$ cat config.mk
export PLATFORM = sky130hd
export DESIGN_NAME = vga_timing_gen
export DESIGN_NICKNAME = d
export VERILOG_FILES = /design/src/rtl/gpu_vga_pkg.sv /design/src/rtl/vga_delay_line.sv /design/src/rtl/vga_timing_gen.sv
export SDC_FILE = /design/constraint.sdc
export NUM_CORES = 1
export LEC_CHECK = 0
export BUFFER_PORTS_ARGS = -buffer_cell sky130_fd_sc_hd__clkbuf_2
export CORE_MARGIN = 2
export CORE_UTILIZATION = 50
export DETAILED_ROUTE_END_ITERATION = 8
export GPL_TIMING_DRIVEN = 0
export HOLD_SLACK_MARGIN = 0.15
export PLACE_DENSITY = 0.7
export SLEW_MARGIN = 15
export SYNTH_ARGS = -nofsm -noshare
export SYNTH_HDL_FRONTEND = slang
export SYNTH_SLANG_ARGS = --single-unit
$ cat constraint.sdc
create_clock -name clock -period 2.2 [get_ports clock]
set_input_delay 0.44 -clock clock [delete_from_list [all_inputs] [get_ports clock]]
set_output_delay 0.44 -clock clock [all_outputs]
set_load 0.02 [all_outputs]
$ cat src/rtl/gpu_vga_pkg.sv
// Shared raster timing presets, polarity constants and helpers for the scan-out timing generator.
package gpu_vga_pkg;

  localparam bit POL_NEG = 1'b0;
  localparam bit POL_POS = 1'b1;

  // 640x480@60, 25.175 MHz pixel clock
  localparam int VGA480_H_ACTIVE = 640;
  localparam int VGA480_H_FP     = 16;
  localparam int VGA480_H_SYNC   = 96;
  localparam int VGA480_H_BP     = 48;
  localparam int VGA480_V_ACTIVE = 480;
  localparam int VGA480_V_FP     = 10;
  localparam int VGA480_V_SYNC   = 2;
  localparam int VGA480_V_BP     = 33;
  localparam bit VGA480_HS_POS   = POL_NEG;
  localparam bit VGA480_VS_POS   = POL_NEG;

  // 800x600@60, 40 MHz pixel clock
  localparam int SVGA600_H_ACTIVE = 800;
  localparam int SVGA600_H_FP     = 40;
  localparam int SVGA600_H_SYNC   = 128;
  localparam int SVGA600_H_BP     = 88;
  localparam int SVGA600_V_ACTIVE = 600;
  localparam int SVGA600_V_FP     = 1;
  localparam int SVGA600_V_SYNC   = 4;
  localparam int SVGA600_V_BP     = 23;
  localparam bit SVGA600_HS_POS   = POL_POS;
  localparam bit SVGA600_VS_POS   = POL_POS;

  function automatic int tim_total(int active, int fp, int sync, int bp);
    return active + fp + sync + bp;
  endfunction

  function automatic int sync_start(int active, int fp);
    return active + fp;
  endfunction

  function automatic int sync_end(int active, int fp, int sync);
    return active + fp + sync - 1;
  endfunction

  localparam int H_TOTAL = tim_total(VGA480_H_ACTIVE, VGA480_H_FP, VGA480_H_SYNC, VGA480_H_BP);
  localparam int V_TOTAL = tim_total(VGA480_V_ACTIVE, VGA480_V_FP, VGA480_V_SYNC, VGA480_V_BP);
  localparam int H_SYNC_START = sync_start(VGA480_H_ACTIVE, VGA480_H_FP);
  localparam int H_SYNC_END   = sync_end(VGA480_H_ACTIVE, VGA480_H_FP, VGA480_H_SYNC);
  localparam int V_SYNC_START = sync_start(VGA480_V_ACTIVE, VGA480_V_FP);
  localparam int V_SYNC_END   = sync_end(VGA480_V_ACTIVE, VGA480_V_FP, VGA480_V_SYNC);

  // Display-side flags, always active-high internally; polarity is applied at the pins.
  typedef struct packed {
    logic act;
    logic hs;
    logic vs;
    logic line;
    logic frame;
  } disp_flags_t;

endpackage

$ cat src/rtl/vga_delay_line.sv
// Enable-gated shift register; DEPTH = 0 is a plain wire with no storage.
module vga_delay_line #(
  parameter int WIDTH = 1,
  parameter int DEPTH = 1
) (
  input  logic             clock,
  input  logic             reset_n,
  input  logic             en,
  input  logic [WIDTH-1:0] d,
  output logic [WIDTH-1:0] q
);

  if (DEPTH == 0) begin : g_wire
    logic unused_ok;
    assign unused_ok = ^{clock, reset_n, en};
    assign q = d;
  end else begin : g_sr
    logic [DEPTH-1:0][WIDTH-1:0] sr_q, sr_d;

    always_comb begin
      sr_d = sr_q;
      if (en) begin
        sr_d[0] = d;
        for (int i = 1; i < DEPTH; i++) sr_d[i] = sr_q[i-1];
      end
    end

    always_ff @(posedge clock or negedge reset_n) begin
      if (!reset_n) sr_q <= '0;
      else          sr_q <= sr_d;
    end

    assign q = sr_q[DEPTH-1];
  end

endmodule

$ cat src/rtl/vga_timing_gen.sv
// Raster timing generator and framebuffer address sequencer: fetch-side counters lead the
// display-side sync/enable outputs by FETCH_LAT pixel ticks to cover RAM read latency.
module vga_timing_gen
  import gpu_vga_pkg::*;
#(
  parameter int H_ACTIVE  = VGA480_H_ACTIVE,
  parameter int H_FP      = VGA480_H_FP,
  parameter int H_SYNC    = VGA480_H_SYNC,
  parameter int H_BP      = VGA480_H_BP,
  parameter int V_ACTIVE  = VGA480_V_ACTIVE,
  parameter int V_FP      = VGA480_V_FP,
  parameter int V_SYNC    = VGA480_V_SYNC,
  parameter int V_BP      = VGA480_V_BP,
  parameter bit HS_POS    = VGA480_HS_POS,
  parameter bit VS_POS    = VGA480_VS_POS,
  parameter int CLK_DIV   = 1,
  parameter int SCALE     = 0,
  parameter int FETCH_LAT = 2,
  parameter int ADDR_W    = 16,
  parameter logic [ADDR_W-1:0] FB_BASE0 = '0,
  parameter logic [ADDR_W-1:0] FB_BASE1 = {1'b1, {(ADDR_W-1){1'b0}}}
) (
  input  logic              clock,
  input  logic              reset_n,
  input  logic              swap_req,
  output logic              swap_ack,
  output logic              fb_sel,
  output logic              hsync,
  output logic              vsync,
  output logic              buffer_enable,
  output logic [ADDR_W-1:0] fbuffer_addr,
  output logic              pixel_tick,
  output logic              line_start,
  output logic              frame_start
);

  localparam int HT    = tim_total(H_ACTIVE, H_FP, H_SYNC, H_BP);
  localparam int VT    = tim_total(V_ACTIVE, V_FP, V_SYNC, V_BP);
  localparam int HS_ST = sync_start(H_ACTIVE, H_FP);
  localparam int HS_EN = sync_end(H_ACTIVE, H_FP, H_SYNC);
  localparam int VS_ST = sync_start(V_ACTIVE, V_FP);
  localparam int VS_EN = sync_end(V_ACTIVE, V_FP, V_SYNC);
  localparam int HW    = $clog2(HT);
  localparam int VW    = $clog2(VT);
  localparam int DW    = (CLK_DIV > 1) ? $clog2(CLK_DIV) : 1;
  localparam int SMASK = (1 << SCALE) - 1;
  localparam int ROW_STEP = H_ACTIVE >> SCALE;

  logic [DW-1:0]     div_q, div_d;
  logic [HW-1:0]     fx_q, fx_d;
  logic [VW-1:0]     fy_q, fy_d;
  logic [ADDR_W-1:0] row_base_q, row_base_d, addr_q, addr_d;
  logic fb_sel_q, fb_sel_d, swap_ack_q, swap_ack_d;
  logic hsync_q, hsync_d, vsync_q, vsync_d, be_q, be_d;
  logic pixel_tick_q, pixel_tick_d, line_start_q, line_start_d, frame_start_q, frame_start_d;
  logic tick, line_end, frame_end, fetch_vis;
  disp_flags_t fetch_flags, disp_flags;

  assign tick      = (div_q == DW'(CLK_DIV - 1));
  assign line_end  = (fx_q == HW'(HT - 1));
  assign frame_end = line_end && (fy_q == VW'(VT - 1));
  assign fetch_vis = (fx_q < HW'(H_ACTIVE)) && (fy_q < VW'(V_ACTIVE));

  assign fetch_flags.act   = fetch_vis;
  assign fetch_flags.hs    = (fx_q >= HW'(HS_ST)) && (fx_q <= HW'(HS_EN));
  assign fetch_flags.vs    = (fy_q >= VW'(VS_ST)) && (fy_q <= VW'(VS_EN));
  assign fetch_flags.line  = (fx_q == '0);
  assign fetch_flags.frame = (fx_q == '0) && (fy_q == '0);

  vga_delay_line #(
    .WIDTH($bits(disp_flags_t)),
    .DEPTH(FETCH_LAT)
  ) u_dly (
    .clock  (clock),
    .reset_n(reset_n),
    .en     (tick),
    .d      (fetch_flags),
    .q      (disp_flags)
  );

  always_comb begin
    div_d         = tick ? '0 : div_q + DW'(1);
    fx_d          = fx_q;
    fy_d          = fy_q;
    row_base_d    = row_base_q;
    addr_d        = addr_q;
    fb_sel_d      = fb_sel_q;
    swap_ack_d    = 1'b0;
    hsync_d       = hsync_q;
    vsync_d       = vsync_q;
    be_d          = be_q;
    pixel_tick_d  = tick;
    line_start_d  = 1'b0;
    frame_start_d = 1'b0;
    if (tick) begin
      fx_d = line_end ? '0 : fx_q + HW'(1);
      if (line_end) begin
        fy_d = frame_end ? '0 : fy_q + VW'(1);
        // Advance one source row only after the last replicated display line of it.
        if (frame_end)
          row_base_d = '0;
        else if (fy_q < VW'(V_ACTIVE) && (fy_q & VW'(SMASK)) == VW'(SMASK))
          row_base_d = row_base_q + ADDR_W'(ROW_STEP);
      end
      if (fetch_vis)
        addr_d = (fb_sel_q ? FB_BASE1 : FB_BASE0) + row_base_q + ADDR_W'(fx_q >> SCALE);
      if (frame_end && swap_req) begin
        fb_sel_d   = ~fb_sel_q;
        swap_ack_d = 1'b1;
      end
      hsync_d       = disp_flags.hs ~^ HS_POS;
      vsync_d       = disp_flags.vs ~^ VS_POS;
      be_d          = disp_flags.act;
      line_start_d  = disp_flags.line;
      frame_start_d = disp_flags.frame;
    end
  end

  always_ff @(posedge clock or negedge reset_n) begin
    if (!reset_n) begin
      div_q         <= '0;
      fx_q          <= '0;
      fy_q          <= '0;
      row_base_q    <= '0;
      addr_q        <= FB_BASE0;
      fb_sel_q      <= 1'b0;
      swap_ack_q    <= 1'b0;
      hsync_q       <= ~HS_POS;
      vsync_q       <= ~VS_POS;
      be_q          <= 1'b0;
      pixel_tick_q  <= 1'b0;
      line_start_q  <= 1'b0;
      frame_start_q <= 1'b0;
    end else begin
      div_q         <= div_d;
      fx_q          <= fx_d;
      fy_q          <= fy_d;
      row_base_q    <= row_base_d;
      addr_q        <= addr_d;
      fb_sel_q      <= fb_sel_d;
      swap_ack_q    <= swap_ack_d;
      hsync_q       <= hsync_d;
      vsync_q       <= vsync_d;
      be_q          <= be_d;
      pixel_tick_q  <= pixel_tick_d;
      line_start_q  <= line_start_d;
      frame_start_q <= frame_start_d;
    end
  end

  assign swap_ack      = swap_ack_q;
  assign fb_sel        = fb_sel_q;
  assign hsync         = hsync_q;
  assign vsync         = vsync_q;
  assign buffer_enable = be_q;
  assign fbuffer_addr  = addr_q;
  assign pixel_tick    = pixel_tick_q;
  assign line_start    = line_start_q;
  assign frame_start   = frame_start_q;

endmodule
[After elaboration in Yosys (flattened, before gate mapping)]
Index checks and enable logic that the tools add are counted.
Word-level totals
  bits of input ports: 3
  bits in registers: 71
  logic and storage cells: 56
  output and inout port bits: 24
Operators by class
  add/sub/neg operators: 6
  equality and inequality tests: 2
  mux-type cells: 10
  $lt $le $gt $ge: 6
  reductions and logical operators: 13
  bitwise operators: 4
Operator list (count)
  $mux 16: 3
  $add 10x1->10 const B: 2
  $eq 10x10->1 const B: 2
  $logic_not 10->1: 2
  $mux 10: 2
  $add 16x10->16: 1
  $add 16x10->16 const B: 1
  $add 16x16->16: 1
  $ge 10x10->1 const B: 1
  $ge 10x9->1 const B: 1
  $le 10x10->1 const B: 1
  $le 10x9->1 const B: 1
  $lt 10x10->1 const B: 1
  $lt 10x9->1 const B: 1
  $logic_and 1x1->1: 6
  $reduce_and 2->1: 3
  $mux 1: 5
  $not 1->1: 4
  $reduce_and 3->1: 1
  $reduce_bool 2->1: 1
  $add 1x1->1 const B: 1

[Longest topological paths before layout]
Gate-level depths: netlist of the first run.
  depth in word-level cells: 5
  mapped depth: 7
  depth with buffers taken out: 6

[Cells and area by module]
From an unflattened synthesis of the first run, not the netlist that was laid out.
Unflattened totals
  cell total of the unflattened synthesis: 280
  area total of the unflattened synthesis: 3079.2 um^2
Modules (own cells, without submodules)
  vga_timing_gen: area an instance 2630.0 um^2, cells an instance 254, sequential area each 1328.8 um^2, times used 1
  vga_delay_line: area an instance 449.2 um^2, cells an instance 26, sequential area each 250.2 um^2, times used 1

[Worst setup path before layout of the first run]
OpenSTA, ideal clock, no wires.
  kind: register to register
  start: reg fx_q[5]
  end: reg fy_q[8]
  required time: 2.075 ns
  stages on the path, launching flop included: 7
  arrival: 1.952 ns
  period minus slack after synthesis: 2.077 ns
  slack: 0.123 ns
  setup time: 0.125 ns
  buffers on the path: 2
  path through: dfrtp_1 > buf_6 > or3_4 > or3_1 > buf_2 > nor4_2 > mux2_2
On the way
  cells in the longest elaborated chain, start to end: 3
  elaborated cells on any way between the ends: 4
  classes of those cells: 1 x eq/ne; 1 x mux; 2 x reduce/logical
RTL lines
  start: declaration: RTL line vga_timing_gen.sv:50  | logic [HW-1:0] fx_q, fx_d;
  start signal: assignment: RTL line vga_timing_gen.sv:122  | fx_q <= '0;
  start signal: assignment: RTL line vga_timing_gen.sv:136  | fx_q <= fx_d;
  $eq 10x10->1 (*): RTL line vga_timing_gen.sv:60  | assign line_end = (fx_q == HW'(HT - 1));
  $logic_and 1x1->1: RTL line vga_timing_gen.sv:61  | assign frame_end = line_end && (fy_q == VW'(VT - 1));
  $mux 10: RTL line vga_timing_gen.sv:98  | fy_d = frame_end ? '0 : fy_q + VW'(1);
  end signal: assignment: RTL line vga_timing_gen.sv:137  | fy_q <= fy_d;
  end: declaration: RTL line vga_timing_gen.sv:51  | logic [VW-1:0] fy_q, fy_d;
Every way passes the cells marked *; elsewhere a longest branch is shown, timed or not.
A chain may end at the register's enable or synchronous reset.

[Worst setup path after layout of the first run]
  start: reg fx_q[1]
  end: reg row_base_q[15]
On the way
  cells in the longest elaborated chain, start to end: 4
  elaborated cells on any way between the ends: 5
  classes of those cells: 1 x eq/ne; 1 x mux; 3 x reduce/logical
RTL lines
  $eq 10x10->1 (*): RTL line vga_timing_gen.sv:60
  $logic_and 1x1->1: RTL line vga_timing_gen.sv:61
  $reduce_bool 2->1 (no source line)
  $reduce_and 3->1 (no source line)
  end signal: assignment: RTL line vga_timing_gen.sv:138  | row_base_q <= row_base_d;
  end: declaration: RTL line vga_timing_gen.sv:52  | logic [ADDR_W-1:0] row_base_q, row_base_d, addr_q, addr_d;
Marked as above.

==> results of run 1 <==
-- critical path, cell delays in order, from the launching register on --
cell and delay [ns]:
dfrtp_1 0.39, ha_2 0.24, nand4_1 0.22, or3_1 0.44, buf_4 0.18, or3_1 0.37
a31oi_1 0.18
-- cell usage after synthesis, types with 3 or more instances --
library cell	number	area (µm²)
a211o_1	3	26.3
a21oi_1	3	15.0
a22o_1	4	35.0
a31oi_1	9	56.3
a41oi_1	4	35.0
and2_1	6	37.5
and3_1	8	50.1
clkbuf_1	7	26.3
dfrtp_1	61	1530
ha_1	9	113
inv_1	11	41.3
mux2_2	7	78.8
nand2_1	21	78.8
nand3_1	7	35.0
nor2_1	15	56.3
nor2b_1	3	18.8
nor3_1	7	35.0
nor3b_1	3	22.5
nor4_1	3	18.8
o21ai_0	22	110
or3_1	3	18.8
xnor2_1	10	87.6
xor2_1	9	78.8
-- repair_timing --
action,CTS,global route
endpoints found under the setup margin,2,19
hold buffers,1,0
endpoints found under the hold margin,26,0
resized for setup,1,9
setup buffers,0,1
pin swaps,0,1
-- power groups by stage --
stage / Sequential [W] / Combinational (W) / Clock, W
floorplan: 0.00118 / 0.000000160 / 0
global placement: 0.00118 / 0.0000269 / 0
detailed placement: 0.00118 / 0.0000322 / 0
CTS: 0.00116 / 0.0000336 / 0.00115
global route: 0.00116 / 0.0000376 / 0.00119
finish: 0.00116 / 0.0000315 / 0.00113
-- cell usage in the layout (no fill, tap or decap), types with 3 or more instances in the layout --
| cell | instances |
|---|---|
| nand3_1 | 7 |
| inv_1 | 11 |
| nor4_1 | 3 |
| clkbuf_2 | 27 |
| clkbuf_8 | 11 |
| nor3b_1 | 3 |
| and3_1 | 8 |
| a31oi_1 | 9 |
| xnor2_1 | 10 |
| a21oi_1 | 3 |
| a211o_1 | 3 |
| dfrtp_1 | 61 |
| or3_1 | 3 |
| nand2_1 | 21 |
| a22o_1 | 4 |
| nor3_1 | 7 |
| ha_1 | 8 |
| o21ai_0 | 22 |
| nor2_1 | 15 |
| mux2_2 | 7 |
| and2_1 | 6 |
| clkbuf_1 | 6 |
| a41oi_1 | 4 |
| xor2_1 | 9 |
| nor2b_1 | 3 |
-- routing by layer --
| metal | vias to the layer above | share of wire [%] |
|---|---|---|
| li1 | 1014 | - |
| met1 | 1042 | 46 |
| met2 | 39 | 48 |
| met3 | 10 | 4.0 |
| met4 | 0 | 1.8 |
| met5 | - | 0 |
-- flip-flops by register name (all words and copies together) (netlist names) --
signal and count:
vsync 1, pixel_tick 1, u_dly.q 5, line_start 1, hsync 1, swap_ack 1, fb_sel 1, u_dly.g_sr.sr_q 5
row_base_q 9, fbuffer_addr 16, buffer_enable 1, frame_start 1, fx_q 10, fy_q 10
-- final timing paths --
kind                                       from                         end  slack [ns]  depth (start not counted)
min reg2reg                u_dly.q[1]$_DFF_PN0_        line_start$_DFF_PN0_        0.35                          0
max reg2reg                   fx_q[1]$_DFF_PN0_  row_base_q[15]$_DFFE_PN0P_        0.08                          6
max in group asynchronous               reset_n             hsync$_DFF_PN1_        1.03                          3
min in group asynchronous               reset_n       frame_start$_DFF_PN0_        0.60                          2
min                        u_dly.q[1]$_DFF_PN0_        line_start$_DFF_PN0_        0.35                          0
max                           fx_q[1]$_DFF_PN0_  row_base_q[15]$_DFFE_PN0P_        0.08                          6
-- through the flow --
step                area [µm²]  total power [W]  setup WS [ns]  hold slack (ns)
finish                    3380          0.00232         0.0810            0.347
global route              3380          0.00239       -0.00447            0.360
CTS                       3360          0.00234         0.0139            0.351
detailed placement        3120          0.00121        0.00848            0.336
global placement          3100          0.00121         0.0415            0.333
floorplan                 2880          0.00118          0.123            0.144
-- cells by family after synthesis --
kind of cell	count (synthesis)	synth area share (%)
compound gates	54	12.2
xor+xnor	19	5.79
fa+ha+maj	9	3.91
buf+inv	22	3.48
flops	63	54.9
mux	7	2.74
other cells	1	0.130
simple gates	89	16.9
-- layout make-up --
cell class / instances / area share, %
Clock inverter: 3 / 1.92
Tap cell: 72 / 2.66
Clock buffer: 13 / 4.69
Timing Repair Buffer: 29 / 5.03
Multi-Input combinational cell: 179 / 36.0
Inverter: 11 / 1.22
Buffer: 10 / 1.77
Sequential cell: 63 / 46.7
==> results.txt, run 1 <==
Gate Count Post-Synth = 264
Register Area = 1580 µm²
CP Launch Type = register
number of violations reported at the end of detailed-routing iteration 0 = 107
CTS root buffer = clkbuf_8
vias per std cell = 5.54
Crit Path Max Fanout = 7
TritonCTS clock tree = built
placed cell count = 363
final core occ = 61.1%
clock latency on the worst-skew pair = 0.33 ns
final count of hold timing violations = 0
Die Area = 6380 µm²
number of synthesis warnings = 0
share of total power consumed by net switching = 19.5%
Clk network pwr share = 48.6%
worst-case clock buffer depth = 2
Max Clock Skew = 0.00192 ns
internal power = 0.00187 W
synthesized cell area = 2880 µm²
total power per unit cell area = 684 nW/µm²
area grow syn2layout = 17.7%
Std-Cell Core Area = 5540 µm²
Total Wirelength = 5540 µm
Die Ht = 79.9 µm
Chip Width = 79.9 µm
residual antenna-violating net count after detailed routing = 0
clock period minus final worst setup slack = 2.12 ns
post-synthesis sequential element count = 63
multi-input logic area = 1220 µm²
ant diodes = 0
CP Data Required Time = 2.45 ns
setup_tns = 0 ns
worst slew slack as a fraction of its limit = 54.8%
final period utilization = 96.3%
initial cell density of the core = 51.9%
# rows = 27
GRT busiest layer = met2
most instantiated flip-flop cell in the synthesis netlist = dfrtp_1
met3 routing resource usage after global routing = 5.43%
count of input and output buffers = 26
final non-filler cell total = 380
final number of setup-violating endpoints = 0
DRT Pass-1 Iters = 4
initial antenna violation count = 0
portion of the post-synthesis area used by sequential elements = 54.9%
number of nets at the end of the flow = 315
count of unresolved DRC violations after routing = 0
post-CTS clock slew at the launch and capture registers of the worst setup and hold paths = 0.07 ns
number of pins with negative max-slew slack in the final report = 0
pin count of the biggest net entering global routing = 37
Max IR drop VDD = 0.000511 V
data arrival time at the worst-slack endpoint = 2.37 ns
net switching power = 0.000451 W
DR WL/cell = 14.6 µm
leftover overflow at the end of global routing = 0
Worst Tran Pin Value = 0.671 ns
first-pass GRT wire length = 9370 µm
count of different cell masters after synthesis = 44
I/O pins = 27
number of nets in the synthesized netlist = 276
max-cap check violation count = 0
GPL Wtd Cong = 0.811
asr flop ratio synth = 100%
number of buffers created by CTS = 9
H-tree levels = 3
class of the most critical setup path = register to register
vias in the first global route = 2019
Sinks on Clock Net = 63
filler cell count = 472
LEAKAGE = 1.62 nW
outcome = finished clean
total number of vias = 2105
share of final-layout standard cells stronger than drive strength 1 = 21.4%
Avg Cell Area, Syn = 10.9 µm²
maximum operating frequency = 0.472 GHz
met1 track utilization from global routing = 25.1%
Hold Crit Class = register to register
relative contribution of combinational cells to total power = 1.4%
Post-synth EDFFs = 0
total track usage = 19.4%
post-DP HPWL = 3690 µm
Setup crit end kind = register
share of power burned in registers = 50.1%
met2 routing resource usage after global routing = 30.8%
(Power assumes the default switching activity.)
==> run 2: changes to the inputs <==
--- a/config.mk
+++ b/config.mk
@@ -5,13 +5,14 @@
 export SDC_FILE = /design/constraint.sdc
 export NUM_CORES = 1
 export LEC_CHECK = 0
+export ABC_AREA = 1
 export BUFFER_PORTS_ARGS = -buffer_cell sky130_fd_sc_hd__clkbuf_2
 export CORE_MARGIN = 2
 export CORE_UTILIZATION = 50
 export DETAILED_ROUTE_END_ITERATION = 8
 export GPL_TIMING_DRIVEN = 0
 export HOLD_SLACK_MARGIN = 0.15
-export PLACE_DENSITY = 0.7
+export PLACE_DENSITY = 0.69
 export SLEW_MARGIN = 15
 export SYNTH_ARGS = -nofsm -noshare
 export SYNTH_HDL_FRONTEND = slang
==> results.txt, run 2 <==
outcome = finished clean
number of buffers created by CTS = 9 (unchanged)
vias in the first global route = 2278 (+13%)
startpoint of the lowest-slack hold path = u_dly.q[1]$_DFF_PN0_
initial antenna violation count = 0 (unchanged)
max-cap check violation count = 0 (unchanged)
final number of setup-violating endpoints = 0 (unchanged)
CP Data Required Time = 2.43 ns (-0.02 ns)
ant diodes = 0 (unchanged)
Std-Cell Core Area = 5960 µm² (+7.5%)
maximum operating frequency = 0.576 GHz (+22%)
asr flop ratio synth = 100% (unchanged)
clock period minus final worst setup slack = 1.74 ns (-0.382 ns)
first-pass GRT wire length = 10100 µm (+8.2%)
# rows = 28 (+3.7%)
total power per unit cell area = 639 nW/µm² (-6.7%)
number of flip-flops under the largest register name = 16 (unchanged)
number of nets in the synthesized netlist = 372 (+35%)
worst hold path depth = 0 (unchanged)
top cells by area, synth = dfrtp_1, nand2_1, inv_1
data arrival time at the worst-slack endpoint = 1.96 ns (-0.41 ns)
post-CTS clock slew at the launch and capture registers of the worst setup and hold paths = 0.07 ns (about the same)
worst-path cell with the longest stage delay = dfrtp_1
Max IR drop VDD = 0.000358 V (-30%)
Setup crit end kind = register
critical path's top delay family = simple AND/OR/NAND/NOR gates
total track usage = 19.7% (+0.28 points)
vias per std cell = 4.93 (-11%)
Total Power Consumption = 0.00227 W (-1.8%)
Die Ht = 82.7 µm (+3.5%)
class of the most critical setup path = register to register
worst setup slack for register-to-register paths = 0.46 ns (+0.38 ns)
number of pins with negative max-slew slack in the final report = 0 (unchanged)
Total Wirelength = 5820 µm (+5.0%)
proportion of netlist area held by the largest area contributor = 49.4% (-3.7 points)
TritonCTS clock tree = built
number of violations reported at the end of detailed-routing iteration 0 = 101 (-5.6%)
CP Launch Type = register
worst-case clock buffer depth = 2 (unchanged)
number of synthesis warnings = 0 (unchanged)
H-tree levels = 3 (unchanged)
biggest cell delay along the critical path = 0.44 ns (about the same)
GPL Wtd Cong = 0.841 (+3.7%)
top post-synthesis cells by count = nand2_1, dfrtp_1, inv_1, nand3_1, nor2_1
CP bufs+invs = 2 (+1)
DRT Pass-1 Iters = 4 (unchanged)
share of final-layout standard cells stronger than drive strength 1 = 18.9% (-2.6 points)
initial cell density of the core = 51.9% (about the same)
CTS root buffer = clkbuf_8
count of different cell masters after synthesis = 32 (-27%)
count of input and output buffers = 26 (unchanged)
pin count of the biggest net entering global routing = 34 (-8.1%)
final period utilization = 79.0% (-17 points)
Chip Width = 82.7 µm (+3.5%)
residual antenna-violating net count after detailed routing = 0 (unchanged)
final count of hold timing violations = 0 (unchanged)
Crit Path Max Fanout = 9 (+2)
leftover overflow at the end of global routing = 0 (unchanged)
logic depth of the worst setup path including buffers = 9 (+3)
CP dominant cell by count = nand2_1
Gate Count Post-Synth = 360 (+36%)
most instantiated flip-flop cell in the synthesis netlist = dfrtp_1
count of unresolved DRC violations after routing = 0 (unchanged)
LEAKAGE = 1.89 nW (+17%)
I/O pins = 27 (unchanged)
synthesized cell area = 3090 µm² (+7.5%)
post-DP HPWL = 4250 µm (+15%)
area grow syn2layout = 15.1%
number of nets at the end of the flow = 411 (+30%)
Die Area = 6830 µm² (+7.1%)
portion of the post-synthesis area used by sequential elements = 51.1% (-3.8 points)
Hold Crit Class = register to register
Sinks on Clock Net = 63 (unchanged)
Max Clock Skew = 0.0111 ns (+0.00920 ns)
endpoint of the lowest-slack register-to-register path = row_base_q[9]$_DFFE_PN0P_
worst hold-check slack = 0.338 ns (-0.00910 ns)
Register-to-Register Path Depth = 9 (+3)
clock latency on the worst-skew pair = 0.34 ns (about the same)
worst path cell trace = inv_1 > ha_1 > nand2_1 > inv_1 > nand4_1 > nand2_1 > nand2_2 > nand2_1 > nand2_1
setup repair after global routing missed its margin = false
total number of vias = 2357 (+12%)
post-synthesis sequential element count = 63 (unchanged)
Avg Cell Area, Syn = 8.59 µm² (-21%)
setup_tns = 0 ns (unchanged)
Post-synth EDFFs = 0 (unchanged)
worst hold path endpoint = line_start$_DFF_PN0_
most common cell after layout, fill and taps aside = nand2_1
leading area contributor after synthesis = dfrtp_1
most frequent cell after synthesis = nand2_1
highest-count cells in the layout ignoring fill and taps = nand2_1, dfrtp_1, inv_1, nand3_1, clkbuf_2
DR WL/cell = 12.2 µm (-17%)
Worst R2R Start = fy_q[0]$_DFFE_PN0N_
count of cells resized by post-cts repair = 0 (-1)
## run 2: power breakdown
group	switching, W	total [W]	internal, W
Combinational	0.0000253	0.0000324	0.00000719
Sequential	0.000000219	0.00116	0.00116
Clock	0.000423	0.00108	0.000659
## run 2: cell families after synthesis
kind of cell / Yosys count / share of synthesized area (%)
xor gates and xnor gates: 12 / 3.40
other: 1 / 0.121
adders and majority gates: 9 / 3.64
AOI/OAI and AO/OA: 31 / 6.19
and+or+nand+nor: 183 / 27.1
buffers and inverters: 61 / 8.54
DFF: 63 / 51.1
## run 2: metrics by stage
| stage | std cells | util, % | setup slack (ns) | area [µm²] |
|---|---|---|---|---|
| 6_report | 478 | 59.8 | 0.463 | 3560 |
| 5_1_grt | 478 | 59.8 | 0.313 | 3560 |
| 4_1_cts | 478 | 59.8 | 0.460 | 3560 |
| 3_5_place_dp | 462 | 56.1 | 0.483 | 3340 |
| 3_3_place_gp | 461 | 55.7 | 0.330 | 3320 |
| 2_1_floorplan | 360 | - | 0.796 | 3090 |
## run 2: worst register-to-register path, stage by stage, from the launching register on
cell and delay, ns:
dfrtp_1 0.44, inv_1 0.13, ha_1 0.23, nand2_1 0.07
inv_1 0.06, nand4_1 0.26, nand2_1 0.17, nand2_2 0.14
nand2_1 0.10, nand2_1 0.05
## run 2: worst max-delay path by stage
stage,from,to,slack [ns]
global placement,reset_n,u_dly.g_sr.sr_q[2]$_DFF_PN0_,0.33
floorplan,fy_q[0]$_DFFE_PN0N_,row_base_q[10]$_DFFE_PN0P_,0.80
detailed placement,fy_q[0]$_DFFE_PN0N_,row_base_q[15]$_DFFE_PN0P_,0.48
CTS,fy_q[0]$_DFFE_PN0N_,row_base_q[7]$_DFFE_PN0P_,0.46
global route,fy_q[0]$_DFFE_PN0N_,row_base_q[11]$_DFFE_PN0P_,0.31
finish,fy_q[0]$_DFFE_PN0N_,row_base_q[9]$_DFFE_PN0P_,0.46
## run 2: repair_timing
item,in CTS,in global routing
buffers inserted,0,0
setup endpoints to repair,0,0
hold endpoints to repair,29,0
hold buffers,1,0
## run 2: layer usage
| metal | share of wire [%] | track usage, % | vias up |
|---|---|---|---|
| met5 | 0 | 0 | - |
| met4 | 1.8 | 8.69 | 0 |
| met3 | 3.6 | 3.91 | 9 |
| met2 | 46 | 31.4 | 45 |
| met1 | 49 | 26.1 | 1090 |
| li1 | - | - | 1213 |
## run 2: final cells by class
cell class | instances | area [µm²]
fill | 536 | 2390
sequential | 63 | 1580
multi-input combinational | 236 | 1250
inverter | 56 | 215
timing repair buffer | 28 | 163
clock buffer | 11 | 141
tap | 75 | 93.8
clock inverter | 4 | 70.1
buffer | 5 | 48.8
